File: src/rtl/vga_timing_pkg.sv
// Shared SVGA 800x600@60 timing constants and a small raster-window helper.
package vga_timing_pkg;

  localparam int H_VISIBLE = 800;
  localparam int H_FP      = 40;
  localparam int H_SYNC    = 128;
  localparam int H_BP      = 88;
  localparam int V_VISIBLE = 600;
  localparam int V_FP      = 1;
  localparam int V_SYNC    = 4;
  localparam int V_BP      = 23;

  localparam int H_TOTAL = H_VISIBLE + H_FP + H_SYNC + H_BP;
  localparam int V_TOTAL = V_VISIBLE + V_FP + V_SYNC + V_BP;

  localparam int H_SYNC_FIRST = H_VISIBLE + H_FP;
  localparam int H_SYNC_LAST  = H_SYNC_FIRST + H_SYNC - 1;
  localparam int V_SYNC_FIRST = V_VISIBLE + V_FP;
  localparam int V_SYNC_LAST  = V_SYNC_FIRST + V_SYNC - 1;

  localparam int H_CNT_W = $clog2(H_TOTAL);
  localparam int V_CNT_W = $clog2(V_TOTAL);

  localparam logic SYNC_POL = 1'b1;

  function automatic logic in_window(input int v, input int lo, input int hi);
    return (v >= lo) && (v <= hi);
  endfunction

endpackage

File: src/rtl/vga_axis_counter.sv
// Generic wrapping raster axis counter with terminal-count, zero,
// active-window and sync-window decodes of the live count.
module vga_axis_counter
  import vga_timing_pkg::*;
#(
  parameter int W          = 11,
  parameter int TOTAL      = 1056,
  parameter int ACTIVE     = 800,
  parameter int SYNC_FIRST = 840,
  parameter int SYNC_LAST  = 967
) (
  input  logic         clk_i,
  input  logic         rst_ni,
  input  logic         en_i,
  output logic [W-1:0] cnt_o,
  output logic         tc_o,
  output logic         zero_o,
  output logic         active_o,
  output logic         sync_o
);

  logic [W-1:0] cnt_q;
  logic [W-1:0] cnt_d;

  assign cnt_o    = cnt_q;
  assign tc_o     = (cnt_q == W'(TOTAL - 1));
  assign zero_o   = (cnt_q == {W{1'b0}});
  assign active_o = in_window(32'(cnt_q), 0, ACTIVE - 1);
  assign sync_o   = in_window(32'(cnt_q), SYNC_FIRST, SYNC_LAST);

  // Next count: hold when disabled, wrap at terminal count, else increment.
  always_comb begin
    if (!en_i) begin
      cnt_d = cnt_q;
    end else if (tc_o) begin
      cnt_d = {W{1'b0}};
    end else begin
      cnt_d = cnt_q + W'(1);
    end
  end

  // Count register.
  always_ff @(posedge clk_i or negedge rst_ni) begin
    if (!rst_ni) begin
      cnt_q <= {W{1'b0}};
    end else begin
      cnt_q <= cnt_d;
    end
  end

endmodule

File: src/rtl/vga_timing_800x600.sv
// SVGA 800x600@60 raster timing generator: registered sync/DE/coordinates
// lagging a live fetch address by one clock for a synchronous pixel source.
module vga_timing_800x600 #(
  parameter int   H_VISIBLE = vga_timing_pkg::H_VISIBLE,
  parameter int   H_FP      = vga_timing_pkg::H_FP,
  parameter int   H_SYNC    = vga_timing_pkg::H_SYNC,
  parameter int   H_BP      = vga_timing_pkg::H_BP,
  parameter int   V_VISIBLE = vga_timing_pkg::V_VISIBLE,
  parameter int   V_FP      = vga_timing_pkg::V_FP,
  parameter int   V_SYNC    = vga_timing_pkg::V_SYNC,
  parameter int   V_BP      = vga_timing_pkg::V_BP,
  parameter logic SYNC_POL  = vga_timing_pkg::SYNC_POL
) (
  input  logic                               clk_in,
  input  logic                               rst_n,
  input  logic                               en,
  output logic                               hsync,
  output logic                               vsync,
  output logic                               de,
  output logic [vga_timing_pkg::H_CNT_W-1:0] pix_x,
  output logic [vga_timing_pkg::V_CNT_W-1:0] pix_y,
  output logic                               frame_start,
  output logic                               line_start,
  output logic                               fetch_req,
  output logic [9:0]                         fetch_x,
  output logic [vga_timing_pkg::V_CNT_W-1:0] fetch_y
);

  localparam int HW     = vga_timing_pkg::H_CNT_W;
  localparam int VW     = vga_timing_pkg::V_CNT_W;
  localparam int H_TOT  = H_VISIBLE + H_FP + H_SYNC + H_BP;
  localparam int V_TOT  = V_VISIBLE + V_FP + V_SYNC + V_BP;

  logic [HW-1:0] h_cnt_s;
  logic [VW-1:0] v_cnt_s;
  logic h_tc_s, h_zero_s, h_act_s, h_sync_s;
  logic v_tc_unused_s, v_zero_s, v_act_s, v_sync_s;
  logic v_en_s;

  logic          hsync_q, hsync_d;
  logic          vsync_q, vsync_d;
  logic          de_q, de_d;
  logic [HW-1:0] pix_x_q, pix_x_d;
  logic [VW-1:0] pix_y_q, pix_y_d;
  logic          frame_start_q, frame_start_d;
  logic          line_start_q, line_start_d;

  assign v_en_s = en & h_tc_s;

  vga_axis_counter #(
    .W(HW), .TOTAL(H_TOT), .ACTIVE(H_VISIBLE),
    .SYNC_FIRST(H_VISIBLE + H_FP), .SYNC_LAST(H_VISIBLE + H_FP + H_SYNC - 1)
  ) u_h_axis (
    .clk_i(clk_in), .rst_ni(rst_n), .en_i(en),
    .cnt_o(h_cnt_s), .tc_o(h_tc_s), .zero_o(h_zero_s),
    .active_o(h_act_s), .sync_o(h_sync_s)
  );

  vga_axis_counter #(
    .W(VW), .TOTAL(V_TOT), .ACTIVE(V_VISIBLE),
    .SYNC_FIRST(V_VISIBLE + V_FP), .SYNC_LAST(V_VISIBLE + V_FP + V_SYNC - 1)
  ) u_v_axis (
    .clk_i(clk_in), .rst_ni(rst_n), .en_i(v_en_s),
    .cnt_o(v_cnt_s), .tc_o(v_tc_unused_s), .zero_o(v_zero_s),
    .active_o(v_act_s), .sync_o(v_sync_s)
  );

  assign fetch_req = h_act_s & v_act_s;
  assign fetch_x   = h_cnt_s[9:0];
  assign fetch_y   = v_cnt_s;

  // Output decode of the live counters; everything holds while disabled.
  always_comb begin
    if (en) begin
      hsync_d       = h_sync_s ? SYNC_POL : ~SYNC_POL;
      vsync_d       = v_sync_s ? SYNC_POL : ~SYNC_POL;
      de_d          = h_act_s & v_act_s;
      pix_x_d       = h_cnt_s;
      pix_y_d       = v_cnt_s;
      frame_start_d = h_zero_s & v_zero_s;
      line_start_d  = h_zero_s;
    end else begin
      hsync_d       = hsync_q;
      vsync_d       = vsync_q;
      de_d          = de_q;
      pix_x_d       = pix_x_q;
      pix_y_d       = pix_y_q;
      frame_start_d = frame_start_q;
      line_start_d  = line_start_q;
    end
  end

  // Output registers; reset forces syncs to their inactive level.
  always_ff @(posedge clk_in or negedge rst_n) begin
    if (!rst_n) begin
      hsync_q       <= ~SYNC_POL;
      vsync_q       <= ~SYNC_POL;
      de_q          <= 1'b0;
      pix_x_q       <= {HW{1'b0}};
      pix_y_q       <= {VW{1'b0}};
      frame_start_q <= 1'b0;
      line_start_q  <= 1'b0;
    end else begin
      hsync_q       <= hsync_d;
      vsync_q       <= vsync_d;
      de_q          <= de_d;
      pix_x_q       <= pix_x_d;
      pix_y_q       <= pix_y_d;
      frame_start_q <= frame_start_d;
      line_start_q  <= line_start_d;
    end
  end

  assign hsync       = hsync_q;
  assign vsync       = vsync_q;
  assign de          = de_q;
  assign pix_x       = pix_x_q;
  assign pix_y       = pix_y_q;
  assign frame_start = frame_start_q;
  assign line_start  = line_start_q;

endmodule

File: config.mk
export PLATFORM = sky130hd
export DESIGN_NAME = vga_timing_800x600
export DESIGN_NICKNAME = d
export VERILOG_FILES = /design/src/rtl/vga_timing_pkg.sv /design/src/rtl/vga_axis_counter.sv /design/src/rtl/vga_timing_800x600.sv
export SDC_FILE = /design/constraint.sdc
export NUM_CORES = 1
export LEC_CHECK = 0
export CAP_MARGIN = 20
export CORE_UTILIZATION = 31
export CTS_CLUSTER_DIAMETER = 60
export CTS_CLUSTER_SIZE = 8
export DETAILED_ROUTE_END_ITERATION = 10
export MAX_ROUTING_LAYER = met4
export PLACE_DENSITY = 0.65
export SYNTH_ARGS = -nofsm -noshare
export SYNTH_HDL_FRONTEND = slang
export SYNTH_SLANG_ARGS = --single-unit
File: constraint.sdc
create_clock -name clk_in -period 2.2 [get_ports clk_in]
set_input_delay 0.33 -clock clk_in [delete_from_list [all_inputs] [get_ports clk_in]]
set_output_delay 0.33 -clock clk_in [all_outputs]
set_load 0.02 [all_outputs]
# After elaboration in Yosys (flattened, before gate mapping)
# Cells that the tools add are included.
# op_classes
n_lt_le_gt_ge	6
n_reduce_logical	4
eq_ne	2
add_sub_neg	2
n_bitwise	3
mux	4
# ops
op	n
$le A11 B10 Y1 const B	2
$le A10 B10 Y1 const B	2
$add A11 B1 Y11 const B	1
$eq A11 B11 Y1 const B	1
$ge A11 B10 Y1 const B	1
$logic_not A11 Y1	1
$mux W11	1
$add A10 B1 Y10 const B	1
$eq A10 B10 Y1 const B	1
$ge A10 B10 Y1 const B	1
$logic_not A10 Y1	1
$mux W10	1
$and A1 B1 Y1	3
$logic_and A1 B1 Y1	2
$mux W1	2
# word_totals
word_cells	30
in_bits	3
output_inout_bits	47
reg_bits	47

# Longest topological paths before layout
# Gate-level depths: netlist of the first run.
# depth
depth_word	3
ltp_mapped	7

# Cells and area by module
# Synthesis of the first run repeated with hierarchy kept, for this count alone.
# hier_totals
cells_unflattened	201
hier_area_um2	2371.0
# by_module_without_submodules
module	cells_per_inst	instances	seq_area_each_um2	area_each_um2
vga_timing_800x600	59	1	650.6	1064.8
vga_axis_counter at u_h_axis	70	1	275.3	655.6
vga_axis_counter at u_v_axis	72	1	250.2	650.6

# Worst setup path before layout of the first run
# Ideal clock, no wire load.
# synth_timing
path_kind	register to register
start	register u_v_axis.cnt_q[2], in the netlist u_v_axis.cnt_o[2]
end	register u_v_axis.cnt_q[2], in the netlist u_v_axis.cnt_o[2]
period_less_slack_ns	2.051
arrival_time_ns	1.926
setup_time_ns	0.125
path_buffers	2
required_ns	2.075
stages_incl_launch_ff	7
slack_ns	0.149
path_cell_list	dfrtp_1 -> buf_6 -> or4_1 -> or3_1 -> clkbuf_2 -> nor2b_1 -> mux2_2
# synth_via
elab_chain_len	2
elab_cells_between_ends	3
cone_classes	add/sub: 1; eq/ne: 1; mux: 1
# synth_lines
item	line_no	rtl
from (decl)	vga_axis_counter.sv:22	logic [W-1:0] cnt_q;
from (signal assigned)	vga_axis_counter.sv:45	cnt_q <= {W{1'b0}};
from (signal assigned)	vga_axis_counter.sv:47	cnt_q <= cnt_d;
$add A10 B1 Y10 / $eq A10 B10 Y1 (equally long branches)	vga_axis_counter.sv:38, vga_axis_counter.sv:26	
$mux W10 (*)	vga_axis_counter.sv:35	end else if (tc_o) begin
# Every way passes the cells marked *; elsewhere a longest branch is shown, timed or not.
# A chain may end at the register's enable or synchronous reset.

# Final worst setup path of the first run
# layout_timing
start	register u_h_axis.cnt_q[0], in the netlist u_h_axis.cnt_o[0]
end	output port fetch_req
# layout_via
elab_chain_len	2
# layout_lines
item	line_no	rtl
from (decl)	vga_axis_counter.sv:22	
from (signal assigned)	vga_axis_counter.sv:45	
from (signal assigned)	vga_axis_counter.sv:47	
$le A11 B10 Y1	vga_timing_pkg.sv:27	return (v >= lo) && (v <= hi);
$and A1 B1 Y1	vga_timing_800x600.sv:68	assign fetch_req = h_act_s & v_act_s;
to (decl)	vga_timing_800x600.sv:24	output logic fetch_req,
# Every way passes these cells.

==> results of run 1 <==
==> kinds of logic after synthesis <==
group / after synthesis / synth area share
mux: 24 / 0.1176
flops: 47 / 0.5142
xor+xnor: 9 / 0.03447
compound gates: 32 / 0.08699
simple gates: 60 / 0.1357
buf+inv: 35 / 0.07822
fa+ha+maj: 6 / 0.03282
==> cell type report <==
class,instances,area share
sequential,47,0.3943
clock inverter,2,0.005453
inverter,12,0.01510
timing repair buffer,67,0.2047
tap,96,0.04027
multi-input combinational,131,0.3125
clock buffer,6,0.02768
==> power groups by stage <==
stage                     clock (mW)  combinational (mW)  sequential, mW
final                          0.566               0.680            1.03
after CTS                      0.582               0.689            1.04
after global routing           0.611               0.747            1.05
after detailed placement           0               0.686            1.05
after global placement             0               0.682            1.05
after floorplan                    0               0.319            1.13
==> placed cells by master, fill, tap and decap left out, drive strengths merged, types with 7 or more instances in the layout <==
cell	instances
clkdlybuf4s50	46
o21ai	13
buf	20
mux2	23
clkbuf	7
dfrtp	47
inv	12
nand2	14
nor2	7
nand3	14
==> sequential cells by signal, summed over array words and instances, names as in the netlist <==
name / cells
pix_x: 11
hsync: 1
line_start: 1
de: 1
vsync: 1
pix_y: 10
u_v_axis.cnt_o: 10
u_h_axis.cnt_o: 11
frame_start: 1
==> per-layer routing <==
layer	share of wire	track usage	up-vias	routed length (um)
met5	0	-	-	0
met4	0.028	0.07899	0	136
met3	0.040	0.02356	10	196
met2	0.44	0.2030	42	2178
met1	0.49	0.2076	857	2431
li1	-	-	842	-
==> Yosys cell counts, drive strengths merged, types with 4 or more instances <==
library cell  count
nand4             5
nand2            14
nand3            14
or3               5
a21oi             5
nor2              7
o21ai            13
nor3              4
clkbuf           11
dfrtp            47
buf              12
inv              12
mux2             23
ha                6
xnor2             6
==> stage by stage <==
step / cell area, sq um / instances / power, mW / hold WS (ns)
after floorplan: 2287 / 213 / 1.453 / 0.03441
after global placement: 2882 / 352 / 1.730 / 0.3573
after detailed placement: 2882 / 352 / 1.737 / 0.3698
after CTS: 2979 / 360 / 2.306 / 0.02653
after global routing: 2983 / 361 / 2.411 / 0.06071
final: 2983 / 361 / 2.281 / 0.006550
==> worst max-delay path by stage <==
stage                       from                end  slack [ns]  cells after the start
2_1_floorplan  u_v_axis.cnt_o[2]  u_v_axis.cnt_o[2]        0.15                      6
3_3_place_gp   u_h_axis.cnt_o[0]          fetch_req        0.20                      4
3_5_place_dp   u_h_axis.cnt_o[0]          fetch_req        0.17                      4
4_1_cts        u_h_axis.cnt_o[0]          fetch_req        0.03                      4
5_1_grt        u_h_axis.cnt_o[0]          fetch_req        0.09                      4
6_report       u_h_axis.cnt_o[0]          fetch_req        0.21                      4
==> what timing repair did <==
item / CTS / global route
setup endpoints to repair: 1 / 2
resized for setup: 1 / 3
cloned: 0 / 0
hold endpoints to repair: 0 / 0
hold buffers: 0 / 0
setup buffers: 0 / 1
pin swaps: 0 / 1
==> out/metrics.cfg, run 1 <==
[worst_setup_path]
critPathTopFamily=flip-flops
r2r_end=u_v_axis.cnt_o[2]
r2r_cells=4
end_kind=primary output
cp_cell_sequence=ha_1 -> o31ai_1 -> a31oi_1 -> clkbuf_2
cp_max_fo=6
critPathKind=reg2out
worst-r2r-setup-slack_ns=0.24
cp.buffers_inverters=1
cpMaxStageDelayCell=dfrtp_1
worst_path_largest_cell_delay_ns=0.45
worst_setup_path_start_kind=flop
r2r-start=u_v_axis.cnt_o[8]
cp_data_required_time_ns=1.87
worstPathArrival_ns=1.66

[power_and_ir_drop]
switchingPower_mw=0.7321
irDropWorstVdd_v=0.0004811
sw_frac_of_total=0.3210
intPower_mw=1.549
seq_power_share=0.453
power_frac_clock=0.248
pwr_density_cell_nw_per_um2=764.6
p_comb_frac=0.298
power.leakage_nw=1.287

[sta]
tightest_slew_ns=0.5758
fin_skew_ns=0.01030
slew_violations=0
finalHoldViolations=0
fin_tns_setup_ns=0
slew_headroom=0.6161
period_share=0.9030
rsz0062_at_grt=no
setup_ws_ns=0.2133
fmax_ghz=0.5034
finalSetupViolCount=0
final.min_clock_period_ns=1.987

[floorplan]
ios=50
initial_core_util=0.3294
core_sq_um=6944
die_y_um=87.90
dieArea_sq_um=7726
rows=30
die_w_um=87.90

[finish]
drive_gt1_frac=0.2038
utilization=0.4296
seq_area_sq_um=1176
fillers=673
antennaDiodeCount=0
area.growth.synth_to_final_pct=30.42
multi_input_area_sq_um=932.1
final_nets=273

[cts]
clk_pin_slew_ns=0.10
cts.sinks=47
cts-root-buf=clkbuf_8
htreeDepth=2
cts_tree=yes
worstSkewPairLatency_ns=0.31
clockBufferDepth=2
numCtsBuffers=5

[synth]
synth_ff_type=dfrtp_1
synthTopCellsByArea=dfrtp_1 (51%), mux2_2 (11%), buf_4 (3.3%), ha_1 (3.3%), nand3_1 (3.1%)
synth_top_area_share=0.5142
syn_area_sq_um=2287
synthCells=213
yosys_warnings=0
synth-seq-cells=47
avgSynthCellArea_sq_um=10.74
yosysTopAreaCell=dfrtp_1
synthArstFlopShare=1.000
synth.distinct_cells=39
ys_seq_area_frac=0.5142
synth_edf_count=0
syn-num-nets=222

[global_routing]
grt_pass1_wl_um=8397
overflow=0
grt_max_degree=27
grt_pass1_vias=1711
antenna_found_initial=0
grt_util_all_layers=0.1480

[detailed_routing]
antenna_left=0
drt-pass1-iter-count=4
drt_iter0_markers=149
vias_per_cell=4.850
drc=0
post_drt_wl_per_cell_um=13.69
routed_wl_um=4942
vias=1751

[status]
status=finished clean

[min_path]
hold_class=in2async

[placed_design]
pre_cts_ws_ns=0.1664
placement.io_buffers=49
hpwl_um=3627
gp_congestion=0.8702

[run]
drv_cap=0

(Power assumes the default switching activity.)
==> inputs of run 2 (changes only) <==
--- a/config.mk
+++ b/config.mk
@@ -6,12 +6,14 @@
 export NUM_CORES = 1
 export LEC_CHECK = 0
 export CAP_MARGIN = 20
-export CORE_UTILIZATION = 31
+export CORE_UTILIZATION = 62
 export CTS_CLUSTER_DIAMETER = 60
 export CTS_CLUSTER_SIZE = 8
 export DETAILED_ROUTE_END_ITERATION = 10
+export DONT_BUFFER_PORTS = 1
 export MAX_ROUTING_LAYER = met4
-export PLACE_DENSITY = 0.65
+export PLACE_DENSITY = 0.9
 export SYNTH_ARGS = -nofsm -noshare
 export SYNTH_HDL_FRONTEND = slang
 export SYNTH_SLANG_ARGS = --single-unit
+export TNS_END_PERCENT = 20
==> run 2 against run 1 <==
Compared with the run above: clock skew shrank 0.0067 ns; worst hold slack gained 0.13 ns; critical path type unchanged; die area down 49%; sequential power rose by 6%; total power shrank 9.8%; via count is 6.9% lower; largest cell class unchanged; highest routed layer unchanged; critical path depth is 1 lower; first-iteration DRC count shrank 40%.
==> out/metrics.cfg, run 2 (synthesis results as in run 1) <==
[worst_setup_path]
end_kind=primary output
worst_path_largest_cell_delay_ns=0.57
worst_setup_path_start_kind=flop
worst-r2r-setup-slack_ns=0.27
cp_max_fo=8
r2r_cells=5
worstPathArrival_ns=1.74
critPathKind=reg2out
cp_cell_sequence=a21oi_1 -> o211ai_1 -> a31oi_1
cp_data_required_time_ns=1.87
crit_path_start=u_v_axis.cnt_o[4]
cpMaxStageDelayCell=a31oi_1
r2r-start=u_h_axis.cnt_o[1]

[cts]
htreeDepth=2
cts_tree=yes
worstSkewPairLatency_ns=0.29
numCtsBuffers=5
clk_pin_slew_ns=0.08
clockBufferDepth=2
postCtsSetupBuffers=0
cts-root-buf=clkbuf_8
cts.sinks=47
cts_resized=0

[power_and_ir_drop]
sw_frac_of_total=0.3203
power_frac_clock=0.251
seq_power_share=0.531
p_comb_frac=0.217
irDropWorstVdd_v=0.0004916
pwr_density_cell_nw_per_um2=829.8
switchingPower_mw=0.6587
power.leakage_nw=1.132
intPower_mw=1.398

[global_routing]
grt_max_degree=48
overflow=0
grt_pass1_vias=1561
grt_util_all_layers=0.2558
antenna_found_initial=0
grt_pass1_wl_um=7534

[status]
status=finished clean

[detailed_routing]
drt-pass1-iter-count=4
drc=0
top_layer_used=met4
routed_wl_um=4441
vias_per_cell=6.178
wl_met3_um=340
met2_wirelength_um=2096
post_drt_wl_per_cell_um=16.82
vias=1631
antenna_left=0
drt_iter0_markers=89
met1_length_um=1948

[placed_design]
dp_cells=255
placement.io_buffers=0
gp_congestion=0.8845
hpwl_um=3118

[floorplan]
rows=21
ios=50
dieArea_sq_um=3936
initial_core_util=0.6645
core_sq_um=3442
die_y_um=62.74
die_w_um=62.74

[sta]
fmax_ghz=0.4841
fin_tns_setup_ns=0
final.min_clock_period_ns=2.066
slew_headroom=0.5109
tightest_slew_ns=0.7303
slew_violations=0
finalHoldViolations=0
finalSetupViolCount=0
fin_hold_ws_ns=0.1333
rsz0062_at_grt=no
fin_skew_ns=0.003555
period_share=0.9390

[min_path]
hold_class=in2reg
holdPathStages=1
min-delay-start=en

[finish]
utilization=0.7201
drive_gt1_frac=0.2385
final_nets=227
area.growth.synth_to_final_pct=8.370
stdcell_count=264
final_common_cell=dfrtp_1
antennaDiodeCount=0
mostFrequentLayoutCells=dfrtp_1 (47), mux2_2 (23), buf_4 (19), nand3_1 (14), nand2_1 (14)

[run]
drv_cap=0

==> run 2: metal layers <==
metal | global-route usage | up-vias
met5 | - | -
li1 | - | 746
met1 | 0.3423 | 806
met3 | 0.05839 | 8
met2 | 0.3709 | 71
met4 | 0.1192 | 0
==> run 2: layout make-up <==
cell class              count  area (sq um)
clock buffers               6         82.58
well taps                  46         57.56
multi-input cells         131         932.1
flip-flops and latches     47          1176
clock inverters             1         5.005
fillers                   235         963.4
repair buffers             21         180.2
inverters                  12         45.04
==> run 2: worst paths after layout <==
path | end
min in group asynchronous | frame_start
setup / recovery | fetch_req
hold / removal | u_h_axis.cnt_o[0]
hold reg to reg | u_v_axis.cnt_o[0]
max in group asynchronous | pix_x[3]
setup reg to reg | u_v_axis.cnt_o[4]
==> run 2: repair_timing <==
item                                    CTS  global route
endpoints found under the setup margin    0             0
hold endpoints to repair                 47             0
hold buffers                              2             0
==> run 2: through the flow <==
| step | setup WS [ns] | total power [mW] | cell area, sq um |
|---|---|---|---|
| CTS | 0.1581 | 2.071 | 2479 |
| detailed placement | 0.3288 | 1.532 | 2354 |
| global placement | 0.3425 | 1.514 | 2354 |
| global route | 0.01533 | 2.154 | 2479 |
| finish | 0.1342 | 2.057 | 2479 |
| floorplan | 0.1489 | 1.453 | 2287 |
==> run 2: power by group through the flow <==
stage / Sequential, mW / Combinational [mW] / Clock (mW)
final: 1.09 / 0.447 / 0.517
after detailed placement: 1.11 / 0.422 / 0
after floorplan: 1.13 / 0.319 / 0
after CTS: 1.09 / 0.447 / 0.531
after global routing: 1.10 / 0.486 / 0.564
after global placement: 1.11 / 0.408 / 0
==> run 2: worst max-delay path: cells and delay by family (launching register included) <==
kind | cells | cell delay, ns
flip-flops | 1 | 0.54
AO/OA/AOI/OAI | 3 | 0.91
==> inputs of run 3 (changes only) <==
--- a/config.mk
+++ b/config.mk
@@ -6,6 +6,7 @@
 export NUM_CORES = 1
 export LEC_CHECK = 0
 export CAP_MARGIN = 20
+export CORE_ASPECT_RATIO = 2
 export CORE_UTILIZATION = 62
 export CTS_CLUSTER_DIAMETER = 60
 export CTS_CLUSTER_SIZE = 8
@@ -13,6 +14,7 @@
 export DONT_BUFFER_PORTS = 1
 export MAX_ROUTING_LAYER = met4
 export PLACE_DENSITY = 0.9
+export SLEW_MARGIN = 20
 export SYNTH_ARGS = -nofsm -noshare
 export SYNTH_HDL_FRONTEND = slang
 export SYNTH_SLANG_ARGS = --single-unit
==> run 3 against run 2 <==
Compared with the run above: count of clock-buffer cells in the layout down 1; worst hold slack worse by 0.011 ns; global-route usage up 3.3 points; total power down 1.4%; via count up 1.0%; final cell count up 1.1%; cell area about the same; clock skew up 0.0036 ns; register-to-register slack about the same; wire length up 9.8%; sequential share of layout area about the same.
==> out/metrics.cfg, run 3 (synthesis results as in run 1) <==
[status]
status=finished clean

[sta]
finalHoldViolations=0
tightest_slew_ns=0.5704
fin_hold_ws_ns=0.1219
final.min_clock_period_ns=2.078
period_share=0.9445
fin_tns_setup_ns=0
fmax_ghz=0.4813
finalSetupViolCount=0
slew_violations=0
rsz0062_at_grt=no
slew_headroom=0.6168
fin_skew_ns=0.007108

[worst_setup_path]
r2r_end=u_v_axis.cnt_o[2]
end_kind=primary output
crit_cells=4
cp_data_required_time_ns=1.87
critPathTopFamily=simple AND/OR/NAND/NOR gates
worst-r2r-setup-slack_ns=0.27
worst_setup_path_start_kind=flop
critPathKind=reg2out
worst_path_largest_cell_delay_ns=0.50
r2r_cells=5
cp.buffers_inverters=1
r2r-start=u_v_axis.cnt_o[0]
cpMaxStageDelayCell=nor3_1
crit_path_start=u_h_axis.cnt_o[7]
cp_max_fo=5
worstPathArrival_ns=1.75
cp_cell_sequence=nor3_1 -> o31ai_1 -> a31oi_1 -> buf_4
endpoint=fetch_req

[finish]
drive_gt1_frac=0.2420
final_common_cell=dfrtp_1
mostFrequentLayoutCells=dfrtp_1 (47), mux2_2 (23), buf_4 (19), nand3_1 (14), nand2_1 (14)
antennaDiodeCount=0
fillers=253
area.growth.synth_to_final_pct=8.315
final_nets=227

[cts]
numCtsBuffers=5
clockBufferDepth=2
postCtsSetupBuffers=0
htreeDepth=2
cts_tree=yes
cts_resized=0
cts.sinks=47
clk_pin_slew_ns=0.09
worstSkewPairLatency_ns=0.30
cts-root-buf=clkbuf_8

[detailed_routing]
vias_per_cell=6.172
drt-pass1-iter-count=4
vias=1648
routed_wl_um=4876
post_drt_wl_per_cell_um=18.26
antenna_left=0
drt_iter0_markers=52
drc=0

[global_routing]
grt_max_degree=48
overflow=0
grt_pass1_vias=1721
antenna_found_initial=0
grt_pass1_wl_um=8059
grt_util_all_layers=0.2888

[placed_design]
placement.io_buffers=0
hpwl_um=3507
gp_congestion=0.9195

[floorplan]
die_y_um=87.90
dieArea_sq_um=3950
die_w_um=44.95
ios=50
rows=30
core_sq_um=3453
initial_core_util=0.6623

[power_and_ir_drop]
irDropWorstVdd_v=0.0004948
pwr_density_cell_nw_per_um2=818.8
power.leakage_nw=1.128

[run]
drv_cap=0

[min_path]
hold_class=in2reg

## run 3: cell types whose count changed in the layout (fill, tap and decap cells not counted)
cell / delta
clkbuf_8: -1
clkinv_2: +2
## run 3: layout make-up
class / instances / area [sq um] / share of cell area
Tap cell: 48 / 60.06 / 0.02424
Clock buffer: 5 / 68.82 / 0.02778
Timing Repair Buffer: 21 / 180.2 / 0.07273
Sequential cell: 47 / 1176 / 0.4747
Inverter: 12 / 45.04 / 0.01818
Clock inverter: 3 / 15.01 / 0.006061
Multi-Input combinational cell: 131 / 932.1 / 0.3763
## run 3: per-stage QoR
| step | power [mW] | instance area, sq um | util | cells | worst slack, ns |
|---|---|---|---|---|---|
| 3_5_place_dp | 1.518 | 2356 | 0.6822 | 257 | 0.2876 |
| 4_1_cts | 2.041 | 2477 | 0.7174 | 267 | 0.1143 |
| 2_1_floorplan | 1.453 | 2287 | - | 213 | 0.1489 |
| 3_3_place_gp | 1.495 | 2356 | 0.6822 | 257 | 0.3348 |
| 6_report | 2.029 | 2477 | 0.7174 | 267 | 0.1222 |
| 5_1_grt | 2.127 | 2477 | 0.7174 | 267 | 0.04985 |
## run 3: worst min-delay path by stage
stage               startpoint           endpoint  cells after the start
CTS                         en  u_h_axis.cnt_o[0]                      1
global route                en  u_h_axis.cnt_o[0]                      1
global placement         rst_n           pix_x[7]                      0
floorplan                rst_n                 de                      0
finish                      en  u_h_axis.cnt_o[0]                      1
detailed placement       rst_n           pix_x[7]                      0
## run 3: per-layer routing
metal	wire length [um]	track usage	vias up
li1	-	-	744
met1	1702	0.3164	815
met2	2760	0.4809	69
met3	216	0.04330	20
met4	195	0.1598	0
met5	0	-	-
## run 3: timing repair
item / CTS / global route
hold endpoints to repair: 47 / 0
hold buffers: 2 / 0
endpoints found under the setup margin: 0 / 0
## run 3: power by group
group | total [mW] | internal [mW] | switching [mW]
sequential | 1.11 | 0.963 | 0.150
clock | 0.500 | 0.218 | 0.283
combinational | 0.415 | 0.168 | 0.247
total | 2.03 | 1.35 | 0.680
## run 3: worst register-to-register path, delay by kind of cell (launching register included)
family / cells / cell delay [ns]
fa+ha+maj: 1 / 0.28
flops: 1 / 0.57
mux: 1 / 0.26
simple gates: 3 / 0.70
